## src/rtl/arith_pipe_pkg.sv

```systemverilog
// Shared types and helpers for the arith_pipe block.
// Mode encoding and elaboration-time parameter range check.
package arith_pipe_pkg;

  typedef enum logic [1:0] {
    MODE_ADD12 = 2'd0,
    MODE_ADD23 = 2'd1,
    MODE_SUB12 = 2'd2,
    MODE_SAT3  = 2'd3
  } mode_t;

  function automatic bit params_ok(
    int w,
    int d,
    int c,
    int t
  );
    return (w >= 8) && (d >= 1) && (d <= 4) &&
           (c >= 1) && (c <= w) &&
           (t >= 1) && (t <= 255);
  endfunction

endpackage

```

## src/rtl/arith_pipe_if.sv

```systemverilog
// Operand/result handshake bundle for arith_pipe.
// master drives operands and sink ready; slave is the block.
interface arith_pipe_if
  import arith_pipe_pkg::*;
#(
  parameter int WIDTH = 32,
  parameter int CUT_W = 10
);
  logic               in_valid;
  logic               in_ready;
  logic [WIDTH-1:0]   op1;
  logic [WIDTH-1:0]   op2;
  logic [WIDTH-1:0]   op3;
  mode_t              mode;
  logic               out_valid;
  logic               out_ready;
  logic [WIDTH:0]     res;
  logic [CUT_W-1:0]   cut;
  logic [2*WIDTH-1:0] comb;
  logic               intr;
  logic               intr_clr;
  logic [7:0]         evt_cnt;

  modport master (
    output in_valid, op1, op2, op3, mode,
    output out_ready, intr_clr,
    input  in_ready, out_valid, res, cut, comb,
    input  intr, evt_cnt
  );

  modport slave (
    input  in_valid, op1, op2, op3, mode,
    input  out_ready, intr_clr,
    output in_ready, out_valid, res, cut, comb,
    output intr, evt_cnt
  );
endinterface

```

## src/rtl/arith_pipe_stage.sv

```systemverilog
// One elastic register slot: holds a payload until downstream takes it.
// Accepts a new word when empty or when draining in the same cycle.
module pipe_stage #(
  parameter int PW = 8
) (
  input  logic          clk,
  input  logic          rst,
  input  logic          up_valid,
  output logic          up_ready,
  input  logic [PW-1:0] up_data,
  output logic          dn_valid,
  input  logic          dn_ready,
  output logic [PW-1:0] dn_data
);

  assign up_ready = !dn_valid || dn_ready;

  always_ff @(posedge clk) begin
    if (rst) begin
      dn_valid <= 1'b0;
      dn_data  <= '0;
    end else if (up_valid && up_ready) begin
      dn_valid <= 1'b1;
      dn_data  <= up_data;
    end else if (dn_ready) begin
      dn_valid <= 1'b0;
    end
  end

endmodule

```

## src/rtl/arith_pipe.sv

```systemverilog
// Pipelined operand/result block: compute in front, DEPTH elastic
// stages behind, flag-bit event counter with sticky interrupt.
module arith_pipe
  import arith_pipe_pkg::*;
#(
  parameter int WIDTH       = 32,
  parameter int DEPTH       = 2,
  parameter int CUT_W       = 10,
  parameter int INTR_THRESH = 16
) (
  input logic         clk,
  input logic         rst,
  arith_pipe_if.slave bus
);

  localparam int PW = WIDTH + 1 + CUT_W + 2 * WIDTH;
  localparam logic [7:0] THR = 8'(INTR_THRESH);

  if (!params_ok(WIDTH, DEPTH, CUT_W, INTR_THRESH)) begin : g_bad
    $error("arith_pipe: parameter out of range");
  end

  logic [WIDTH+1:0] sum3;
  logic [WIDTH:0]   res_c;

  always_comb begin
    res_c = '0;
    sum3  = {2'b0, bus.op1} + {2'b0, bus.op2} + {2'b0, bus.op3};
    unique case (bus.mode)
      MODE_ADD12: res_c = {1'b0, bus.op1} + {1'b0, bus.op2};
      MODE_ADD23: res_c = {1'b0, bus.op2} + {1'b0, bus.op3};
      // top bit of the WIDTH+1 difference is the unsigned borrow
      MODE_SUB12: res_c = {1'b0, bus.op1} - {1'b0, bus.op2};
      MODE_SAT3:  res_c = sum3[WIDTH+1] ? '1 : sum3[WIDTH:0];
      default:    res_c = '0;
    endcase
  end

  logic [DEPTH:0]         v;
  logic [DEPTH:0]         rdy;
  logic [DEPTH:0][PW-1:0] d;

  assign v[0]   = bus.in_valid;
  assign d[0]   = {res_c, bus.op1[CUT_W-1:0], bus.op1, bus.op2};
  assign rdy[DEPTH] = bus.out_ready;
  assign bus.in_ready = rdy[0];

  for (genvar i = 0; i < DEPTH; i++) begin : g_stage
    pipe_stage #(.PW(PW)) u_stage (
      .clk      (clk),
      .rst      (rst),
      .up_valid (v[i]),
      .up_ready (rdy[i]),
      .up_data  (d[i]),
      .dn_valid (v[i+1]),
      .dn_ready (rdy[i+1]),
      .dn_data  (d[i+1])
    );
  end

  assign bus.out_valid = v[DEPTH];
  assign {bus.res, bus.cut, bus.comb} = d[DEPTH];

  logic       evt;
  logic [7:0] cnt_q, cnt_d;
  logic       intr_q, intr_d;

  assign evt = bus.out_valid && bus.out_ready && bus.res[WIDTH];

  always_comb begin
    cnt_d  = cnt_q;
    intr_d = intr_q;
    if (bus.intr_clr) begin
      cnt_d  = evt ? 8'd1 : 8'd0;
      intr_d = 1'b0;
    end else begin
      if (evt && cnt_q != THR) cnt_d = cnt_q + 8'd1;
      intr_d = intr_q || (cnt_d == THR);
    end
  end

  always_ff @(posedge clk) begin
    if (rst) begin
      cnt_q  <= '0;
      intr_q <= 1'b0;
    end else begin
      cnt_q  <= cnt_d;
      intr_q <= intr_d;
    end
  end

  assign bus.evt_cnt = cnt_q;
  assign bus.intr    = intr_q;

endmodule

```

## src/flat_wrapper.sv

```systemverilog
// flat-port wrapper written by rule: the top's interface ports become plain ports
module arith_pipe_flat import arith_pipe_pkg::*;
#(
  parameter int WIDTH       = 32,
  parameter int DEPTH       = 2,
  parameter int CUT_W       = 10,
  parameter int INTR_THRESH = 16
)
  (clk, rst, bus_in_valid, bus_op1, bus_op2, bus_op3, bus_mode, bus_out_ready, bus_intr_clr, bus_in_ready, bus_out_valid, bus_res, bus_cut, bus_comb, bus_intr, bus_evt_cnt);
  arith_pipe_if #(.WIDTH(WIDTH), .CUT_W(CUT_W)) bus_i ();
  input logic clk;
  input logic rst;
  input wire logic [$bits(bus_i.in_valid)-1:0] bus_in_valid;
  input wire logic [$bits(bus_i.op1)-1:0] bus_op1;
  input wire logic [$bits(bus_i.op2)-1:0] bus_op2;
  input wire logic [$bits(bus_i.op3)-1:0] bus_op3;
  input wire logic [$bits(bus_i.mode)-1:0] bus_mode;
  input wire logic [$bits(bus_i.out_ready)-1:0] bus_out_ready;
  input wire logic [$bits(bus_i.intr_clr)-1:0] bus_intr_clr;
  output wire logic [$bits(bus_i.in_ready)-1:0] bus_in_ready;
  output wire logic [$bits(bus_i.out_valid)-1:0] bus_out_valid;
  output wire logic [$bits(bus_i.res)-1:0] bus_res;
  output wire logic [$bits(bus_i.cut)-1:0] bus_cut;
  output wire logic [$bits(bus_i.comb)-1:0] bus_comb;
  output wire logic [$bits(bus_i.intr)-1:0] bus_intr;
  output wire logic [$bits(bus_i.evt_cnt)-1:0] bus_evt_cnt;
  assign bus_i.in_valid = bus_in_valid;
  assign bus_i.op1 = bus_op1;
  assign bus_i.op2 = bus_op2;
  assign bus_i.op3 = bus_op3;
  assign bus_i.mode = bus_mode;
  assign bus_i.out_ready = bus_out_ready;
  assign bus_i.intr_clr = bus_intr_clr;
  assign bus_in_ready = bus_i.in_ready;
  assign bus_out_valid = bus_i.out_valid;
  assign bus_res = bus_i.res;
  assign bus_cut = bus_i.cut;
  assign bus_comb = bus_i.comb;
  assign bus_intr = bus_i.intr;
  assign bus_evt_cnt = bus_i.evt_cnt;
  arith_pipe #(.WIDTH(WIDTH), .DEPTH(DEPTH), .CUT_W(CUT_W), .INTR_THRESH(INTR_THRESH)) u_core (.clk(clk), .rst(rst), .bus(bus_i));
endmodule
```

## config.mk

```make
export PLATFORM = sky130hd
export DESIGN_NAME = arith_pipe_flat
export DESIGN_NICKNAME = d
export VERILOG_FILES = /design/src/rtl/arith_pipe_pkg.sv /design/src/rtl/arith_pipe_if.sv /design/src/rtl/arith_pipe_stage.sv /design/src/rtl/arith_pipe.sv /design/src/flat_wrapper.sv
export SDC_FILE = /design/constraint.sdc
export NUM_CORES = 1
export LEC_CHECK = 0
export BUFFER_PORTS_ARGS = -buffer_cell sky130_fd_sc_hd__buf_2
export CORE_MARGIN = 2
export CORE_UTILIZATION = 30
export CTS_CLUSTER_DIAMETER = 200
export DETAILED_ROUTE_END_ITERATION = 10
export SLEW_MARGIN = 20
export SYNTH_ARGS = -nofsm -noshare
export SYNTH_HDL_FRONTEND = slang
export SYNTH_HIERARCHICAL = 1
export SYNTH_SLANG_ARGS = --single-unit
```

## constraint.sdc

```tcl
create_clock -name clk -period 10.3 [get_ports clk]
set_input_delay 1.03 -clock clk [delete_from_list [all_inputs] [get_ports clk]]
set_output_delay 1.03 -clock clk [all_outputs]
set_load 0.05 [all_outputs]
```

==> impl_metrics.py, run 1 <==
metrics = {
    "die": {
        "coreArea_mm2": 0.0537,
        "initial_core_util_pct": 30.3,
        "fp.dieW_um": 237,
        "placement_rows": 85,
        "dieHeight_um": 237,
        "die-area_mm2": 0.0561,
        "design.portCount": 221,
    },
    "worst_setup_path": {
        "required_ps": 10760,
        "crit_path_max_fanout": 27,
        "critical_path.startpoint_type": "input port",
        "crit-reg2reg-capture": "u_core/g_stage[0].u_stage/dn_data[25]",
        "ff2ff_path_depth": 5,
        "crit-reg2reg-launch": "u_core/g_stage[1].u_stage/dn_valid",
        "setup_slack_on_the_worst_flop_to_flop_path_ps": 7580,
        "crit_path_class": "input port to register",
        "timing.critical_path.to_type": "register",
        "crit_arrival_ps": 6000,
    },
    "timing": {
        "clock.fmax_ghz": 0.180,
        "slew_headroom_pct": 29.5,
        "timing.final.crit_share_pct": 53.8,
        "timing.setup.tns_ps": 0,
        "final-setup-viol-count": 0,
        "finalHoldViolCount": 0,
        "grt_setup_unrepaired": "no",
        "timing.final.max_slew_violations": 0,
        "finalWorstPathRequiredPeriod_ps": 5540,
        "final.setup_skew_ps": 12.2,
        "worst-slew-pin-transition_ps": 1060,
    },
    "placement": {
        "dp.final_hpwl_um": 42700,
        "gp_congestion": 0.934,
        "buffer_ports.inserted": 220,
    },
    "synth": {
        "yosysSeqAreaShare_pct": 27.7,
        "yosysWarningCount": 6,
        "synthCells": 1927,
        "yosys.cell_types.count": 73,
        "synth-main-ff-cell": "dfxtp_1",
        "post_synthesis_mean_instance_area_um2": 8.45,
        "mappedNetlistNets": 2163,
        "async_reset_ff_share_pct": 0,
        "mappedNetlistArea_mm2": 0.0163,
        "synth_seq_cells": 225,
        "synth_edf_count": 0,
    },
    "layout": {
        "layout.cells.most_common_list": "a21oi_1 (307), nand3_1 (234), dfxtp_1 (224), buf_2 (218), a21bo_2 (152)",
        "post_route_cells_drive_above_1_share_pct": 21.5,
        "most_common_cell_after_layout_fill_and_taps_aside": "a21oi_1",
        "nets": 2277,
        "areaGrowthSynthToFinish_pct": 13.2,
    },
    "min_path": {
        "hold-path-cell-count": 2,
        "holdCritPathClass": "register to register",
        "hold_path.startpoint": "u_core/g_stage[0].u_stage/dn_data[42]",
        "hold-path-endpoint": "u_core/g_stage[1].u_stage/dn_data[42]",
    },
    "global_routing": {
        "globalRouteOverflowTotal": 0,
        "number_of_antenna_violations_at_the_first_check_in_global_routing": 5,
        "grt_pass1_vias": 14300,
        "tot_gr_track_use_pct": 19.6,
        "grt_max_degree": 134,
        "first_pass_grt_wire_length_um": 86200,
    },
    "run": {
        "max_cap_violations": 0,
    },
    "route": {
        "ant_nets": 0,
        "drt-initial-drc-count": 1334,
        "route.detailed.vias_per_inst": 5.45,
        "route.detailed.drc": 0,
        "detail_route.first_pass.iterations": 6,
        "routed_wirelength_um": 56800,
        "via_count": 15100,
        "wl_per_cell_um": 20.6,
    },
    "power": {
        "combPwrFrac_pct": 33.4,
        "internal-power_uw": 1740,
        "power.static_leakage_uw": 0.00764,
        "cellPowerDensity_mw_per_mm2": 147,
        "clkPwrFrac_pct": 31.4,
        "total_switching_power_uw": 970,
        "switching_share_pct": 35.9,
        "pwr-share-seq_pct": 35.1,
        "vdd_ir_drop_max_mv": 0.0996,
        "total_power_uw": 2710,
    },
    "clocking": {
        "clock_tree.htree_level_count": 1,
        "numCtsBuffers": 25,
        "clock_sinks": 225,
        "clock_tree_from_tritoncts": "yes",
        "postCtsHoldBufs": 0,
        "cts_max_path_buffers": 3,
        "clock_slew_at_the_register_clock_pins_of_the_worst_setup_and_hold_paths_ps": 60,
        "cts.repair_timing.setup_buffer_count": 0,
        "root_buffer_cell": "clkbuf_16",
        "ctsResizeCount": 0,
        "clock_latency_ps": 540,
    },
    "run_status": {
        "run_status": "completed",
    },
}
==> final cells by class <==
class | count | area, µm²
Antenna cell | 4 | 10.0
Clock buffer | 35 | 713
Clock inverter | 10 | 62.6
Fill cell | 5610 | 35300
Inverter | 38 | 143
Multi-Input combinational cell | 1519 | 10900
Sequential cell | 225 | 4510
Tap cell | 696 | 871
Timing Repair Buffer | 232 | 1220
==> critical path: stages <==
cell and delay, ps:
buf_2 80, buf_4 290, clkinv_1 480, nor2_1 750
a31oi_1 140, xnor2_1 170, ha_1 340, a211oi_1 310
nor2_1 110, o311a_1 300, a221o_1 380, a41o_1 330
a31oi_1 380, o21ai_0 170, xor2_1 190, o22ai_1 110
a31oi_1 170, nand3_1 80, a21oi_1 140
==> power by group through the flow <==
stage / clock (µW) / sequential [µW] / combinational [µW]
2_1_floorplan: 0 / 989 / 602
3_3_place_gp: 0 / 969 / 886
3_5_place_dp: 0 / 970 / 885
4_1_cts: 880 / 951 / 890
5_1_grt: 914 / 954 / 989
6_report: 851 / 951 / 905
==> worst max path at each step <==
| stage | endpoint | from | depth (start not counted) |
|---|---|---|---|
| after detailed placement | u_core/g_stage[0].u_stage/dn_data[97] | bus_mode[1] | 19 |
| final | u_core/g_stage[0].u_stage/dn_data[97] | bus_mode[1] | 19 |
| after global routing | u_core/g_stage[0].u_stage/dn_data[106] | bus_mode[1] | 19 |
| after global placement | u_core/g_stage[0].u_stage/dn_data[105] | bus_mode[1] | 19 |
| after CTS | u_core/g_stage[0].u_stage/dn_data[97] | bus_mode[1] | 19 |
| after floorplan | u_core/g_stage[0].u_stage/dn_data[106] | bus_op2[11] | 19 |
==> Yosys cell counts (10+ instances only) <==
| master | number | area share, % |
|---|---|---|
| nor2b_1 | 10 | 0.38 |
| inv_1 | 37 | 0.85 |
| buf_2 | 72 | 2.2 |
| dfxtp_1 | 225 | 28 |
| buf_6 | 12 | 0.83 |
| a21bo_2 | 152 | 9.3 |
| nand3_1 | 234 | 7.2 |
| fa_1 | 35 | 4.3 |
| o221ai_1 | 16 | 0.86 |
| nor3_1 | 16 | 0.49 |
| a211oi_1 | 12 | 0.55 |
| nor2_1 | 64 | 1.5 |
| nand2_1 | 85 | 2.0 |
| o211ai_1 | 11 | 0.51 |
| o21bai_1 | 11 | 0.51 |
| a31oi_1 | 20 | 0.77 |
| clkbuf_1 | 52 | 1.2 |
| a21bo_1 | 62 | 3.8 |
| a21o_1 | 46 | 2.1 |
| a21oi_1 | 307 | 9.4 |
| nand4_1 | 13 | 0.50 |
| o21ai_0 | 83 | 2.6 |
| ha_1 | 98 | 7.5 |
| xnor2_1 | 56 | 3.0 |
| xor2_1 | 63 | 3.4 |
==> state kept, by name, summed over array words and instances, names as in the netlist <==
signal and cells:
u_core/g_stage.u_stage/dn_valid 2, u_core/bus.intr 1, u_core/g_stage.u_stage/dn_data 214, u_core/bus.evt_cnt 8
==> routing by layer <==
layer	share of wire [%]	track usage, %	vias to the layer above
met5	0.019	0	-
met4	4.3	8.80	2
met3	5.8	3.02	85
met2	43	28.8	489
met1	47	28.0	7199
li1	-	-	7275
==> kinds of logic (layout without fill, tap and decap cells) <==
logic type / after synthesis / in the layout / synth area share (%)
AO/OA/AOI/OAI: 787 / 787 / 34.0
AND/OR/NAND/NOR: 476 / 476 / 14.4
flip-flops: 225 / 225 / 27.7
buffers and inverters: 183 / 315 / 5.37
adder cells (fa/ha/maj): 133 / 133 / 11.8
XOR/XNOR: 119 / 119 / 6.40
multiplexers: 4 / 4 / 0.246
other: 0 / 4 / 0
==> stage by stage <==
| stage | util, % | instances | area [µm²] | worst slack (ps) | hold slack, ps |
|---|---|---|---|---|---|
| floorplan | - | 1927 | 16300 | 5410 | 438 |
| global placement | 32.8 | 2709 | 17600 | 4340 | 444 |
| detailed placement | 32.8 | 2709 | 17600 | 4260 | 451 |
| CTS | 34.2 | 2754 | 18400 | 4840 | 459 |
| global route | 34.3 | 2759 | 18400 | 4350 | 474 |
| finish | 34.3 | 2759 | 18400 | 4760 | 455 |
Power figures use the tool's default switching activity.
==> run 2: changes to the inputs <==
==> constraint.sdc (replaced) <==
create_clock -name clk -period 5.1 [get_ports clk]
set_input_delay 0.51 -clock clk [delete_from_list [all_inputs] [get_ports clk]]
set_output_delay 0.51 -clock clk [all_outputs]
set_load 0.05 [all_outputs]
==> run 2 against run 1 <==
Effect of this change:
- routed wire length rose by 4.1%
- clock power increased by 110%
- first-iteration DRC count shrank 7.9%
- sequential share of layout area is 0.54 points lower
- non-clock buffer count is 50 higher
- clock skew grew 6.2 ps
- worst setup slack lost 4100 ps
- critical path depth grew 1
- register-to-register slack worse by 5500 ps
- critical endpoint is now u_core/g_stage[0].u_stage/dn_data[106]
- highest routed layer unchanged
==> impl_metrics.py, run 2 (synthesized netlist as in run 1, its figures left out) <==
metrics = {
    "placement": {
        "gp_congestion": 0.969,
        "dp.final_hpwl_um": 44800,
        "dp_worst_setup_slack_ps": 239,
        "buffer_ports.inserted": 220,
    },
    "timing": {
        "clock.fmax_ghz": 0.227,
        "worst-slew-pin-transition_ps": 1070,
        "final-setup-viol-count": 0,
        "slew_headroom_pct": 28.8,
        "worst_setup_margin_ps": 701,
        "finalHoldViolCount": 0,
        "final.setup_skew_ps": 18.4,
        "timing.final.crit_share_pct": 86.2,
        "grt_setup_unrepaired": "no",
        "timing.final.max_slew_violations": 0,
        "finalWorstPathRequiredPeriod_ps": 4400,
        "timing.setup.tns_ps": 0,
    },
    "global_routing": {
        "grt_pass1_vias": 14500,
        "globalRouteOverflowTotal": 0,
        "tot_gr_track_use_pct": 20.4,
        "number_of_antenna_violations_at_the_first_check_in_global_routing": 5,
        "first_pass_grt_wire_length_um": 89000,
        "grt_max_degree": 133,
    },
    "min_path": {
        "hold-path-cell-count": 2,
        "holdCritPathClass": "input port to register",
    },
    "clocking": {
        "clock_tree.htree_level_count": 1,
        "clock_latency_ps": 550,
        "clock_slew_at_the_register_clock_pins_of_the_worst_setup_and_hold_paths_ps": 60,
        "ctsResizeCount": 0,
        "cts.repair_timing.setup_buffer_count": 0,
        "clock_tree_from_tritoncts": "yes",
        "root_buffer_cell": "clkbuf_16",
        "postCtsHoldBufs": 0,
        "numCtsBuffers": 25,
        "clock_sinks": 225,
        "cts_max_path_buffers": 3,
    },
    "layout": {
        "post_route_cells_drive_above_1_share_pct": 23.3,
        "areaGrowthSynthToFinish_pct": 15.8,
        "largest_reg_flops": 214,
        "layout.cells.most_common_list": "a21oi_1 (307), nand3_1 (234), dfxtp_1 (224), buf_2 (218), a21bo_2 (152)",
        "nets": 2327,
        "largest_register": "u_core/g_stage.u_stage/dn_data",
        "most_common_cell_after_layout_fill_and_taps_aside": "a21oi_1",
    },
    "worst_setup_path": {
        "required_ps": 5480,
        "setup_slack_on_the_worst_flop_to_flop_path_ps": 2130,
        "crit_path_max_fanout": 4,
        "crit_arrival_ps": 4780,
        "timing.critical_path.to_type": "register",
        "critical_path.startpoint_type": "input port",
        "ff2ff_path_depth": 5,
        "crit_path_class": "input port to register",
    },
    "run_status": {
        "run_status": "completed",
    },
    "die": {
        "die-area_mm2": 0.0561,
        "design.portCount": 221,
        "placement_rows": 85,
        "initial_core_util_pct": 30.3,
        "fp.dieW_um": 237,
        "dieHeight_um": 237,
        "coreArea_mm2": 0.0537,
    },
    "route": {
        "wl_per_cell_um": 21.1,
        "drt-initial-drc-count": 1228,
        "detail_route.first_pass.iterations": 5,
        "routed_wirelength_um": 59200,
        "via_count": 15300,
        "ant_nets": 0,
        "route.detailed.drc": 0,
        "route.detailed.vias_per_inst": 5.46,
    },
    "power": {
        "vdd_ir_drop_max_mv": 0.189,
        "power.static_leakage_uw": 0.00790,
        "cellPowerDensity_mw_per_mm2": 299,
    },
    "run": {
        "max_cap_violations": 0,
    },
}
-- run 2: layer usage --
metal  track usage (%)  wire length, µm
met5                 0               13
met4              6.90             1890
met3              2.69             3760
met2              31.3            25700
met1              29.2            27800
-- run 2: report_power, final --
| group | total [µW] | internal (µW) | switching (µW) |
|---|---|---|---|
| Clock | 1800 | 1040 | 760 |
| Sequential | 1910 | 1850 | 63.0 |
| Combinational | 1930 | 742 | 1190 |
-- run 2: final cells by class --
class                   count  area [µm²]
diodes                      2        5.00
clock buffers              35         723
clock inverters             8        81.3
fillers                  5603       34900
inverters                  38         143
multi-input cells        1519       10900
flip-flops and latches    225        4510
well taps                 696         871
repair buffers            282        1620
-- run 2: through the flow --
| stage | total power (µW) | area (µm²) | std cells | hold slack, ps | util, % |
|---|---|---|---|---|---|
| 3_3_place_gp | 3850 | 18000 | 2760 | 447 | 33.6 |
| 4_1_cts | 5670 | 18800 | 2803 | 164 | 35.1 |
| 2_1_floorplan | 3210 | 16300 | 1927 | 438 | - |
| 5_1_grt | 5940 | 18800 | 2805 | 176 | 35.1 |
| 3_5_place_dp | 3850 | 18000 | 2760 | 453 | 33.6 |
| 6_report | 5640 | 18800 | 2805 | 187 | 35.1 |
-- run 2: path summary, 6_finish.rpt --
kind | startpoint | endpoint
hold reg to reg | u_core/g_stage[0].u_stage/dn_data[60] | u_core/g_stage[1].u_stage/dn_data[60]
hold / removal | bus_intr_clr | u_core/bus.evt_cnt[0]
setup / recovery | bus_op2[11] | u_core/g_stage[0].u_stage/dn_data[106]
setup reg to reg | u_core/g_stage[1].u_stage/dn_valid | u_core/g_stage[0].u_stage/dn_data[41]
-- run 2: critical path, stage by stage --
cell and delay, ps:
buf_2 150, or4_4 580, or4_4 460, nor2_4 110
nand2_1 140, or3_1 410, o21ai_0 240, xor2_1 170
ha_1 260, nand3_1 110, nor2_1 50, a221o_1 340
a41oi_1 230, o21a_1 190, o21ai_0 130, a21oi_1 220
mux2i_1 220, o211ai_1 120, nand3_1 80, a21oi_1 60
